**src/rtl/line_buffer_window.sv**
```systemverilog
// Sliding KxK window generator for a raster-order pixel stream. K-1 line buffers
// supply the upper rows of each new right-hand column of a shift-register window.
module line_buffer_window #(
    parameter int DATA_WIDTH = 16,
    parameter int IMG_WIDTH  = 17,
    parameter int IMG_HEIGHT = 17,
    parameter int KERNEL     = 4
) (
    input  logic                                clk,
    input  logic                                rst_n,
    input  logic                                valid_in,
    input  logic signed [DATA_WIDTH-1:0]        data_in,
    output logic                                ready_in,
    input  logic                                ready_out,
    output logic                                valid_out,
    output logic [KERNEL*KERNEL*DATA_WIDTH-1:0] window_out
);
    localparam int CW  = (IMG_WIDTH > 1) ? $clog2(IMG_WIDTH) : 1;
    localparam int RW  = (IMG_HEIGHT > 1) ? $clog2(IMG_HEIGHT) : 1;
    localparam int NLB = KERNEL - 1;

    typedef enum logic {S_FILL, S_STREAM} state_t;

    state_t                       state_q, state_d;
    logic [CW-1:0]                col_q, col_d;
    logic [RW-1:0]                row_q, row_d;
    logic                         valid_out_q, valid_out_d;
    logic signed [DATA_WIDTH-1:0] win_q [KERNEL][KERNEL];
    logic signed [DATA_WIDTH-1:0] win_d [KERNEL][KERNEL];
    logic signed [DATA_WIDTH-1:0] lb_mem_q [NLB][IMG_WIDTH];
    logic signed [DATA_WIDTH-1:0] lb_tap [NLB];
    logic signed [DATA_WIDTH-1:0] lb_wdata_d [NLB];
    logic signed [DATA_WIDTH-1:0] col_vec [KERNEL];
    logic                         accept;
    logic                         emit;
    logic                         col_last;
    logic                         row_last;

    assign ready_in  = !valid_out_q || ready_out;
    assign accept    = valid_in && ready_in;
    assign col_last  = (col_q == CW'(IMG_WIDTH - 1));
    assign row_last  = (row_q == RW'(IMG_HEIGHT - 1));
    // Only full-height windows that do not straddle a row edge are emitted.
    assign emit      = accept && (state_q == S_STREAM) && (col_q >= CW'(KERNEL - 1));
    assign valid_out = valid_out_q;

    // Line buffers are addressed by column: reading at col before the write returns
    // the pixel one row up, and each buffer cascades its old entry into the next.
    always_comb begin
        for (int i = 0; i < NLB; i++) begin
            lb_tap[i] = lb_mem_q[i][col_q];
        end
        lb_wdata_d[0] = data_in;
        for (int i = 1; i < NLB; i++) begin
            lb_wdata_d[i] = lb_tap[i-1];
        end
    end

    always_ff @(posedge clk) begin
        if (accept) begin
            for (int i = 0; i < NLB; i++) begin
                lb_mem_q[i][col_q] <= lb_wdata_d[i];
            end
        end
    end

    // Row 0 of the column is the oldest line, the deepest buffer tap.
    always_comb begin
        for (int r = 0; r < NLB; r++) begin
            col_vec[r] = lb_tap[NLB-1-r];
        end
        col_vec[KERNEL-1] = data_in;
    end

    always_comb begin
        win_d = win_q;
        if (accept) begin
            for (int r = 0; r < KERNEL; r++) begin
                for (int c = 0; c < KERNEL - 1; c++) begin
                    win_d[r][c] = win_q[r][c+1];
                end
                win_d[r][KERNEL-1] = col_vec[r];
            end
        end
    end

    always_comb begin
        state_d     = state_q;
        col_d       = col_q;
        row_d       = row_q;
        valid_out_d = valid_out_q;
        if (accept) begin
            valid_out_d = emit;
            if (col_last) begin
                col_d = '0;
                row_d = row_last ? '0 : row_q + 1'b1;
            end else begin
                col_d = col_q + 1'b1;
            end
        end else if (ready_out) begin
            valid_out_d = 1'b0;
        end
        case (state_q)
            S_FILL: begin
                if (accept && col_last && (row_q == RW'(KERNEL - 2))) begin
                    state_d = S_STREAM;
                end
            end
            S_STREAM: begin
                if (accept && col_last && row_last) begin
                    state_d = S_FILL;
                end
            end
            default: state_d = S_FILL;
        endcase
    end

    always_ff @(posedge clk or negedge rst_n) begin
        if (!rst_n) begin
            state_q     <= S_FILL;
            col_q       <= '0;
            row_q       <= '0;
            valid_out_q <= 1'b0;
            for (int r = 0; r < KERNEL; r++) begin
                for (int c = 0; c < KERNEL; c++) begin
                    win_q[r][c] <= '0;
                end
            end
        end else begin
            state_q     <= state_d;
            col_q       <= col_d;
            row_q       <= row_d;
            valid_out_q <= valid_out_d;
            win_q       <= win_d;
        end
    end

    always_comb begin
        window_out = '0;
        for (int r = 0; r < KERNEL; r++) begin
            for (int c = 0; c < KERNEL; c++) begin
                window_out[(r*KERNEL+c)*DATA_WIDTH +: DATA_WIDTH] = win_q[r][c];
            end
        end
    end

endmodule

```
**config.mk**
```make
export PLATFORM = sky130hd
export DESIGN_NAME = line_buffer_window
export DESIGN_NICKNAME = d
export VERILOG_FILES = /design/src/rtl/line_buffer_window.sv
export SDC_FILE = /design/constraint.sdc
export NUM_CORES = 1
export LEC_CHECK = 0
export BUFFER_PORTS_ARGS = -buffer_cell sky130_fd_sc_hd__buf_2
export CAP_MARGIN = 20
export CORE_UTILIZATION = 50
export DETAILED_ROUTE_END_ITERATION = 10
export PLACE_DENSITY = 0.72
export SYNTH_ARGS = -nofsm -noshare
export SYNTH_HDL_FRONTEND = slang
export SYNTH_SLANG_ARGS = --single-unit
export TNS_END_PERCENT = 10
```
**constraint.sdc**
```tcl
create_clock -name clk -period 8.1 [get_ports clk]
set_input_delay 1.215 -clock clk [delete_from_list [all_inputs] [get_ports clk]]
set_output_delay 1.215 -clock clk [all_outputs]
set_load 0.01 [all_outputs]
```
# ---- Yosys cells after proc, flatten, opt, wreduce, memory -nomap -nowiden
# Memories as Yosys holds them, arrays and structs flattened.
# Cells that the tools add are included.
dict set report totals {
  mem_bits_ro 0
  ff_bits 268
  output_inout_bits 258
  memories 1
  word_cells 62
  latch_bits 0
  mem_bits_rw 816
  in_bits 20
}
# memory words width rd rd_clocked_by_memory_dff write_ports line
set memory_table {}
lappend memory_table {lb_mem_q 3 272 3 0 3 30} ;# logic signed [DATA_WIDTH-1:0] lb_mem_q [NLB][IMG_WIDTH];
dict set report op_classes {
  n_bitwise 2
  n_mux 20
  mul 0
  shift 0
  n_reduce_logical 11
  order_cmp 3
  n_eq_ne 3
  n_div 0
  n_addsub 2
}
# op count
set ops {}
lappend ops {{2-to-1 mux 272 bit} 1}
lappend ops {{binary-select mux 16 bit (select 5 bit)} 3}
lappend ops {{2-to-1 mux 16 bit} 7}
lappend ops {{demux 16 bit (select 5 bit)} 1}
lappend ops {{adder 5 x 1 -> 5 bit, second input constant} 2}
lappend ops {{equality test 5 bit, second input constant} 2}
lappend ops {{2-to-1 mux 5 bit} 2}
lappend ops {{logical AND 1 bit} 7}
lappend ops {{greater-or-equal comparator 6 bit, second input constant} 1}
lappend ops {{less-than comparator 6 x 1 -> 1 bit, second input constant} 1}
lappend ops {{NOT 5 -> 6 bit} 1}
lappend ops {{equality test 5 x 2 -> 1 bit, second input constant} 1}
lappend ops {{greater-or-equal comparator 5 x 2 -> 1 bit, second input constant} 1}
lappend ops {{2-to-1 mux 1 bit} 5}
lappend ops {{one-hot mux 1 bit (2 select lines)} 1}
lappend ops {{AND reduction 2 bit} 1}
lappend ops {{nonzero test 2 bit} 1}
lappend ops {{logical NOT 1 bit} 1}
lappend ops {{logical OR 1 bit} 1}
lappend ops {{NOT 1 bit} 1}

# ---- Logic depth before layout (Yosys ltp)
# Gate-level depths: netlist (run 1).
dict set report depth {
  depth_word 7
  depth_mapped 11
  depth_no_buf 7
}

# ---- Least setup slack after synthesis (run 1)
# No wires, ideal clock.
dict set report synth_timing {
  kind {in2reg}
  from {in ready_out}
  to {mem lb_mem_q[0][144] (netlist name) (enable)}
  required_ps 7587
  arrival_ps 5092
  setup_slack_ps 2495
  path_stages 5
  setup_ps 513
  path_buffers 1
  cell_sequence {nor2b_1 > nor2_1 > clkbuf_1 > nand3_1 > nor3_1}
}
# element line
set synth_lines {}
lappend synth_lines {{from (decl)} 14} ;# input logic ready_out,
lappend synth_lines {{to (decl)} 30}

==> qor.log, run 1 <==
qor: worst_hold_path.min_path_cells 2
qor: cts.numCtsBuffers 104
qor: place.io_buffer_count 277
qor: cts.htree_num_levels 3
qor: yosys.yosys_register_bits 1084
qor: setup_path.critPathMaxFanout 57
qor: yosys.postSynthNetCount 2795
qor: yosys.synth_seq_area_share 0.737
qor: worst_hold_path.hp-class register to register
qor: timing.setup-tns-final 0 ns
qor: setup_path.critPathRequiredTime 8.34 ns
qor: place.post-dp-hpwl 65400 µm
qor: global_routing.global_route.usage.met2 0.417
qor: timing.timing_hold_violations_final 0
qor: floorplanning.die_height 293 µm
qor: yosys.synth_edf_count 816
qor: yosys.synth_area_per_cell 15.3 µm²
qor: layout.final-seq-area 0.0312 mm²
qor: detailed_routing.route.antenna.remaining_nets 0
qor: timing.worst_slew_margin_rel 0.0633
qor: timing.grt_setup_unrepaired false
qor: layout.filler_cell_count 6243
qor: cts.clkLatencyLatePin 0.67 ns
qor: floorplanning.initial_cell_density_of_the_core 0.506
qor: yosys.asyncSetResetFlopFracSynth 0.247
qor: yosys.synthCells 2768
qor: timing.timing.final.crit_share 0.563
qor: detailed_routing.route.detailed.wl_per_inst 25.9 µm
qor: cts.cts-root-buf clkbuf_16
qor: floorplanning.die_area 0.0859 mm²
qor: global_routing.grt_util_met3 0.0483
qor: setup_path.cp.arrival 4.80 ns
qor: timing.fin_crit 4.56 ns
qor: pwr.total_leakage_power 18.7 nW
qor: floorplanning.fp.dieW 293 µm
qor: setup_path.worst_setup_path_type register to register
qor: yosys.library_cells_used_by_synthesis 56
qor: detailed_routing.drt-initial-drc-count 3144
qor: yosys.synth-warning-count 0
qor: layout.combined_area_of_the_multi_input_logic_cells 0.0102 mm²
qor: global_routing.grt_util_met1 0.349
qor: layout.post_layout_utilization_of_the_core 0.579
qor: layout.mostFrequentLayoutCell edfxtp_1
qor: cts.clock_sink_count 1084
qor: detailed_routing.firstDrtPassIters 8
qor: timing.setup_viol 0
qor: global_routing.grt.total_usage 0.257
qor: global_routing.globalRouteOverflowTotal 0
qor: cts.cts_buffer_depth 3
qor: setup_path.rr_worst_depth 6
qor: pwr.highest_ir_drop_seen_on_vdd 0.210 mV
qor: pwr.power_density 367 mW/mm²
qor: run.max-cap-violations 0
qor: global_routing.grt_most_used_layer met2
qor: floorplanning.fp-row-count 106
qor: timing.timing.fmax 219 MHz
qor: cts.post_cts_setup_buffer_count 0
qor: yosys.synth_area 0.0424 mm²
qor: cts.cts_tree built
qor: setup_path.timing.critical_path.from_type register
qor: layout.drive_above_1_share 0.201
qor: pwr.total_power 0.0178 W
qor: global_routing.first_global_vias 25391
qor: setup_path.cp-end-kind register
qor: outcome.run_status finished, final reports clean
qor: layout.area_growth_syn_to_layout 14.4%
qor: floorplanning.total_i_o_pin_count 278
qor: layout.nets 3085
qor: cts.hold_buffers 0
qor: detailed_routing.viasPerCell 6.00
qor: detailed_routing.drc 0
qor: timing.fin_worst_skew 0.0203 ns
qor: global_routing.grt_start_max_net_pins 111
qor: yosys.ys_dominant_reg_cell edfxtp_1
qor: cts.cts.repair.resized 0
qor: timing.report.final.slew_viol_count 0
qor: floorplanning.core_area 0.0837 mm²
qor: layout.most-common-layout-cells edfxtp_1, nand2_1, buf_2
qor: detailed_routing.num_vias 25671
qor: detailed_routing.routed_wirelength 111000 µm
qor: place.gpl.final_weighted_congestion 0.840
qor: global_routing.initial_antenna_violation_count 3
qor: global_routing.first_pass_grt_wire_length 163000 µm
qor: cts.cts.reportedPaths.clkPinSlew 0.06 ns
qor: timing.worst_slew_pin_slew 1.41 ns
-- registers in the layout, indices dropped and copies added, names as in the netlist --
| name | flops |
|---|---|
| col_q | 5 |
| lb_mem_q | 816 |
| row_q | 5 |
| state_q | 1 |
| valid_out | 1 |
| window_out | 256 |
-- power breakdown --
group	leakage [nW]	total (W)	internal, W	switching, W
Clock	1.70	0.00493	0.00291	0.00202
Sequential	10.7	0.00822	0.00753	0.000691
Combinational	6.36	0.00464	0.00154	0.00310
-- layout make-up --
| class | instances | area share |
|---|---|---|
| inverters | 40 | 0.00310 |
| flip-flops and latches | 1084 | 0.644 |
| multi-input cells | 1484 | 0.211 |
| clock buffers | 145 | 0.0598 |
| repair buffers | 344 | 0.0399 |
| clock inverters | 50 | 0.0121 |
| diodes | 1 | 0.0000516 |
| well taps | 1134 | 0.0293 |
-- cells in the mapped netlist (11+ instances only) --
library cell | instances | area (µm²)
a221oi_1 | 41 | 359
nor3_4 | 30 | 488
clkbuf_1 | 53 | 199
inv_1 | 40 | 150
o21ai_0 | 12 | 60.1
edfxtp_1 | 816 | 24500
nor3_1 | 37 | 185
mux2i_1 | 240 | 2400
buf_6 | 13 | 146
a21oi_1 | 36 | 180
nor2_1 | 57 | 214
buf_2 | 57 | 285
nor4_1 | 32 | 200
mux4_2 | 71 | 1600
nand2_1 | 646 | 2420
dfrtp_1 | 268 | 6710
o32ai_1 | 32 | 280
buf_4 | 23 | 173
o21ai_1 | 28 | 140
a22oi_1 | 46 | 345
buf_1 | 11 | 41.3
o22ai_1 | 88 | 551
-- kinds of logic after synthesis --
logic type | count (synthesis) | synth area share
and+or+nand+nor | 848 | 0.0907
xor gates and xnor gates | 2 | 0.000414
muxes | 313 | 0.0950
AOI/OAI and AO/OA | 314 | 0.0506
adders and majority gates | 7 | 0.00207
DFF | 1084 | 0.737
buffers and inverters | 200 | 0.0245
-- critical path, stage by stage (launching register included) --
cell      delay, ns
dfrtp_4        0.90
buf_4          0.92
and2_1         0.66
buf_4          0.53
a221oi_1       0.15
o21ai_0        0.34
a22oi_1        0.55
-- per-layer routing --
layer,wire length [µm],share of wire
met3,11500,0.10
met5,8,0.000072
met1,42700,0.38
met2,53100,0.48
met4,3740,0.034
-- path summary, 6_finish.rpt --
| kind | from | to | slack, ns |
|---|---|---|---|
| worst max-delay path | col_q[1]$_DFFE_PN0P_ | lb_mem_q[0][399]$_DFFE_PP_ | 3.54 |
| worst min-delay path | window_out[134]$_DFFE_PN0P_ | window_out[134]$_DFFE_PN0P_ | 0.47 |
| worst max register to register | col_q[1]$_DFFE_PN0P_ | lb_mem_q[0][399]$_DFFE_PP_ | 3.54 |
| worst min register to register | window_out[134]$_DFFE_PN0P_ | window_out[134]$_DFFE_PN0P_ | 0.47 |
| max in group asynchronous | rst_n | col_q[2]$_DFFE_PN0P_ | 6.08 |
| min in group asynchronous | rst_n | window_out[225]$_DFFE_PN0P_ | 0.52 |
-- through the flow --
step                      area (µm²)  hold slack [ns]  setup WS (ns)  std cells
final                          48500            0.469           3.54       4282
after global routing           48500            0.486           3.33       4281
after CTS                      48400            0.473           3.47       4271
after detailed placement       44900            0.458           3.16       4076
after global placement         44900            0.452           3.22       4074
after floorplan                42400            0.451           2.50       2768
No activity file was read; power rests on OpenSTA's default activity.
==> run 2: changes to the inputs <==
ABC_AREA = 1   (was not set)
clock period = 4.34 ns   (was 8.1 ns; I/O delays follow)
==> run 2 against run 1 <==
Register-to-register slack worse by 2.5 ns. Cell count grew 29%. Global-route usage down 0.52 points. Largest power group unchanged. Setup slack got worse by 2.5 ns. Critical path depth fell by 1. Core utilization up 0.055 points.
==> qor.log, run 2 <==
qor: outcome.run_status finished, final reports clean [unchanged]
qor: yosys.synth-warning-count 0 [unchanged]
qor: yosys.synth_compound_gate_area_share 0.0378 [was 0.0506]
qor: place.dpl.cell_count 5322 [was 4076]
qor: timing.setup_viol 0 [unchanged]
qor: place.io_buffer_count 277 [unchanged]
qor: yosys.synthCells 4044 [was 2768]
qor: global_routing.initial_antenna_violation_count 2 [was 3]
qor: cts.cts-root-buf clkbuf_16 [unchanged]
qor: timing.timing.final.crit_share 0.762 [was 0.563]
qor: timing.worst_slew_pin_slew 1.08 ns [was 1.41 ns]
qor: yosys.yosysMostFrequentCell nand2_1 [was edfxtp_1]
qor: timing.timing_hold_violations_final 0 [unchanged]
qor: global_routing.grt_start_max_net_pins 248 [was 111]
qor: place.post-dp-hpwl 63400 µm [was 65400 µm]
qor: yosys.synth_seq_area_share 0.717 [was 0.737]
qor: timing.worst_slew_margin_rel 0.279 [was 0.0633]
qor: setup_path.timing.critical_path.from_type register [unchanged]
qor: setup_path.cp-end-kind register [unchanged]
qor: cts.cts.reportedPaths.clkPinSlew 0.06 ns [about the same]
qor: yosys.netlist_top_cells_count nand2_1, edfxtp_1, nor2_1 [was edfxtp_1, nand2_1, dfrtp_1]
qor: cts.cts_buffer_depth 3 [unchanged]
qor: cts.post_cts_setup_buffer_count 0 [unchanged]
qor: pwr.power_density 736 mW/mm² [was 367 mW/mm²]
qor: timing.report.final.slew_viol_count 0 [unchanged]
qor: timing.timing.fmax 302 MHz [was 219 MHz]
qor: detailed_routing.route.detailed.wl_per_inst 20.3 µm [was 25.9 µm]
qor: floorplanning.total_i_o_pin_count 278 [unchanged]
qor: detailed_routing.routed_wirelength 112000 µm [was 111000 µm]
qor: layout.diodes 0 [was 1]
qor: yosys.synthAdderAreaFrac 0.00201 [was 0.00207]
qor: pwr.total_leakage_power 21.2 nW [was 18.7 nW]
qor: layout.most-common-layout-cells nand2_1, edfxtp_1, nor2_1 [was edfxtp_1, nand2_1, buf_2]
qor: floorplanning.fp-row-count 107 [was 106]
qor: detailed_routing.viasPerCell 5.38 [was 6.00]
qor: timing.fin_crit 3.31 ns [was 4.56 ns]
qor: detailed_routing.firstDrtPassIters 6 [was 8]
qor: yosys.synth_area_per_cell 10.8 µm² [was 15.3 µm²]
qor: place.gpl.final_weighted_congestion 0.853 [was 0.840]
qor: floorplanning.initial_cell_density_of_the_core 0.508 [was 0.506]
qor: setup_path.critPathMaxFanout 79 [was 57]
qor: cts.numCtsBuffers 104 [unchanged]
qor: timing.holdWs 0.0465 ns [was 0.469 ns]
qor: detailed_routing.drc 0 [unchanged]
qor: cts.cts.repair.resized 0 [unchanged]
qor: global_routing.first_pass_grt_wire_length 171000 µm [was 163000 µm]
qor: setup_path.cpMaxStageDelayCell dfrtp_4 [was buf_4]
qor: yosys.postSynthNetCount 4071 [was 2795]
qor: setup_path.path_buf_inv 1 [was 2]
qor: layout.biggest_register lb_mem_q [unchanged]
qor: yosys.synth_area 0.0436 mm² [was 0.0424 mm²]
qor: yosys.synth_top_family_by_area simple AND/OR/NAND/NOR gates [was multiplexers]
qor: global_routing.globalRouteOverflowTotal 0 [unchanged]
qor: cts.clkLatencyLatePin 0.68 ns [was 0.67 ns]
qor: floorplanning.die_height 297 µm [was 293 µm]
qor: worst_hold_path.hp-class input port to asynchronous set/reset pin [was register to register]
qor: run.max-cap-violations 0 [unchanged]
qor: yosys.cell_types_with_the_largest_area_share_after_synthesis edfxtp_1, dfrtp_1, nand2_1, nor2_1, nand3_1 [was edfxtp_1, dfrtp_1, nand2_1, mux2i_1, mux4_2]
qor: global_routing.first_global_vias 28279 [was 25391]
qor: yosys.synth_top_area_cell edfxtp_1 [unchanged]
qor: pwr.highest_ir_drop_seen_on_vdd 0.468 mV [was 0.210 mV]
qor: cts.hold_buffers 0 [unchanged]
qor: setup_path.timing.critical_path.slowest_cell_delay 0.93 ns [was 0.92 ns]
qor: setup_path.cp.arrival 3.69 ns [was 4.80 ns]
qor: floorplanning.die_area 0.0883 mm² [was 0.0859 mm²]
qor: timing.fin_worst_skew 0.0208 ns [was 0.0203 ns]
qor: setup_path.critPathRequiredTime 4.73 ns [was 8.34 ns]
qor: layout.mostFrequentLayoutCell nand2_1 [was edfxtp_1]
qor: layout.post_layout_utilization_of_the_core 0.580 [was 0.579]
qor: floorplanning.core_area 0.0857 mm² [was 0.0837 mm²]
qor: layout.area_growth_syn_to_layout 14.0% [was 14.4%]
qor: detailed_routing.num_vias 29660 [was 25671]
qor: yosys.library_cells_used_by_synthesis 26 [was 56]
qor: cts.cts_tree built [unchanged]
qor: yosys.synthDominantCellAreaShare 0.563 [was 0.578]
qor: layout.drive_above_1_share 0.120 [was 0.201]
qor: setup_path.crit_top_cell o21ai_0 [was buf_4]
qor: floorplanning.fp.dieW 297 µm [was 293 µm]
qor: yosys.ys_dominant_reg_cell edfxtp_1 [unchanged]
qor: setup_path.timing.critical_path.max_delay_family flip-flops [was buffers and inverters]
qor: pwr.total_power 0.0365 W [was 0.0178 W]
qor: yosys.simple_gate_area_share_of_the_yosys_netlist 0.188 [was 0.0907]
qor: global_routing.grt.total_usage 0.252 [was 0.257]
qor: setup_path.worst_setup_path_type register to register [unchanged]
qor: setup_path.critical_path.cell_chain buf_4 -> o21ai_0 -> o21ai_0 -> a21oi_1 -> nand2_1 [was buf_4 -> and2_1 -> buf_4 -> a221oi_1 -> o21ai_0 -> a22oi_1]
qor: yosys.synth_edf_count 816 [unchanged]
qor: yosys.synth.mux.area_fraction 0 [was 0.0950]
qor: layout.largest_register_ffs 816 [unchanged]
qor: cts.htree_num_levels 3 [unchanged]
qor: yosys.post_synth_xor_area_fraction 0.000603 [was 0.000413]
qor: cts.clock_sink_count 1084 [unchanged]
qor: layout.post_layout_nonfiller_instances 5517 [was 4282]
qor: detailed_routing.drt-initial-drc-count 3586 [was 3144]
qor: detailed_routing.route.antenna.remaining_nets 0 [unchanged]
qor: layout.nets 4311 [was 3085]
qor: timing.grt_setup_unrepaired false [unchanged]
qor: yosys.asyncSetResetFlopFracSynth 0.247 [unchanged]
qor: yosys.yosys_register_bits 1084 [unchanged]
run 2: kinds of logic after synthesis:
logic type | after synthesis
flip-flops | 1084
XOR/XNOR | 3
buffers and inverters | 549
adder cells (fa/ha/maj) | 7
AND/OR/NAND/NOR | 2073
AO/OA/AOI/OAI | 328
run 2: cell type report:
class	count	area, µm²
multi-input cells	2411	10100
well taps	1144	1430
clock buffers	131	2780
inverters	336	1280
repair buffers	347	2150
flip-flops and latches	1084	31200
fillers	6777	36000
clock inverters	64	694
run 2: per-stage QoR:
step	TNS, ns	worst slack [ns]	cell area (µm²)
after floorplan	-78.04	-0.813	43600
after global placement	0	1.13	46200
after detailed placement	0	1.13	46200
after CTS	0	1.11	49700
after global routing	0	0.852	49700
final	0	1.03	49700
run 2: final timing paths:
check / start / to / depth (start not counted) / slack (ns)
max in group asynchronous: rst_n / window_out[246]$_DFFE_PN0P_ / 2 / 3.31
worst min register to register: window_out[11]$_DFFE_PN0P_ / window_out[11]$_DFFE_PN0P_ / 2 / 0.47
worst max register to register: col_q[0]$_DFFE_PN0P_ / lb_mem_q[0][426]$_DFFE_PP_ / 5 / 1.03
min in group clk: data_in[9] / lb_mem_q[0][233]$_DFFE_PP_ / 1 / 0.39
worst max-delay path: col_q[0]$_DFFE_PN0P_ / lb_mem_q[0][426]$_DFFE_PP_ / 5 / 1.03
worst min-delay path: rst_n / window_out[16]$_DFFE_PN0P_ / 1 / 0.05
run 2: where the power goes:
group / leakage [nW] / internal, W / switching, W
sequential: 10.8 / 0.0147 / 0.00131
combinational: 8.67 / 0.00300 / 0.00837
clock: 1.69 / 0.00536 / 0.00383
run 2: worst register-to-register path, cell delays in order, from the launching register on:
cell and delay (ns):
dfrtp_4 0.93, buf_4 0.78, o21ai_0 0.28, o21ai_0 0.43
a21oi_1 0.13, nand2_1 0.47
run 2: metal layers:
layer / vias to the layer above / GRT usage / share of wire
li1: 13723 / - / -
met1: 14278 / 0.338 / 0.40
met2: 1426 / 0.415 / 0.48
met3: 229 / 0.0444 / 0.088
met4: 4 / 0.0908 / 0.031
met5: - / 0 / 0.00029
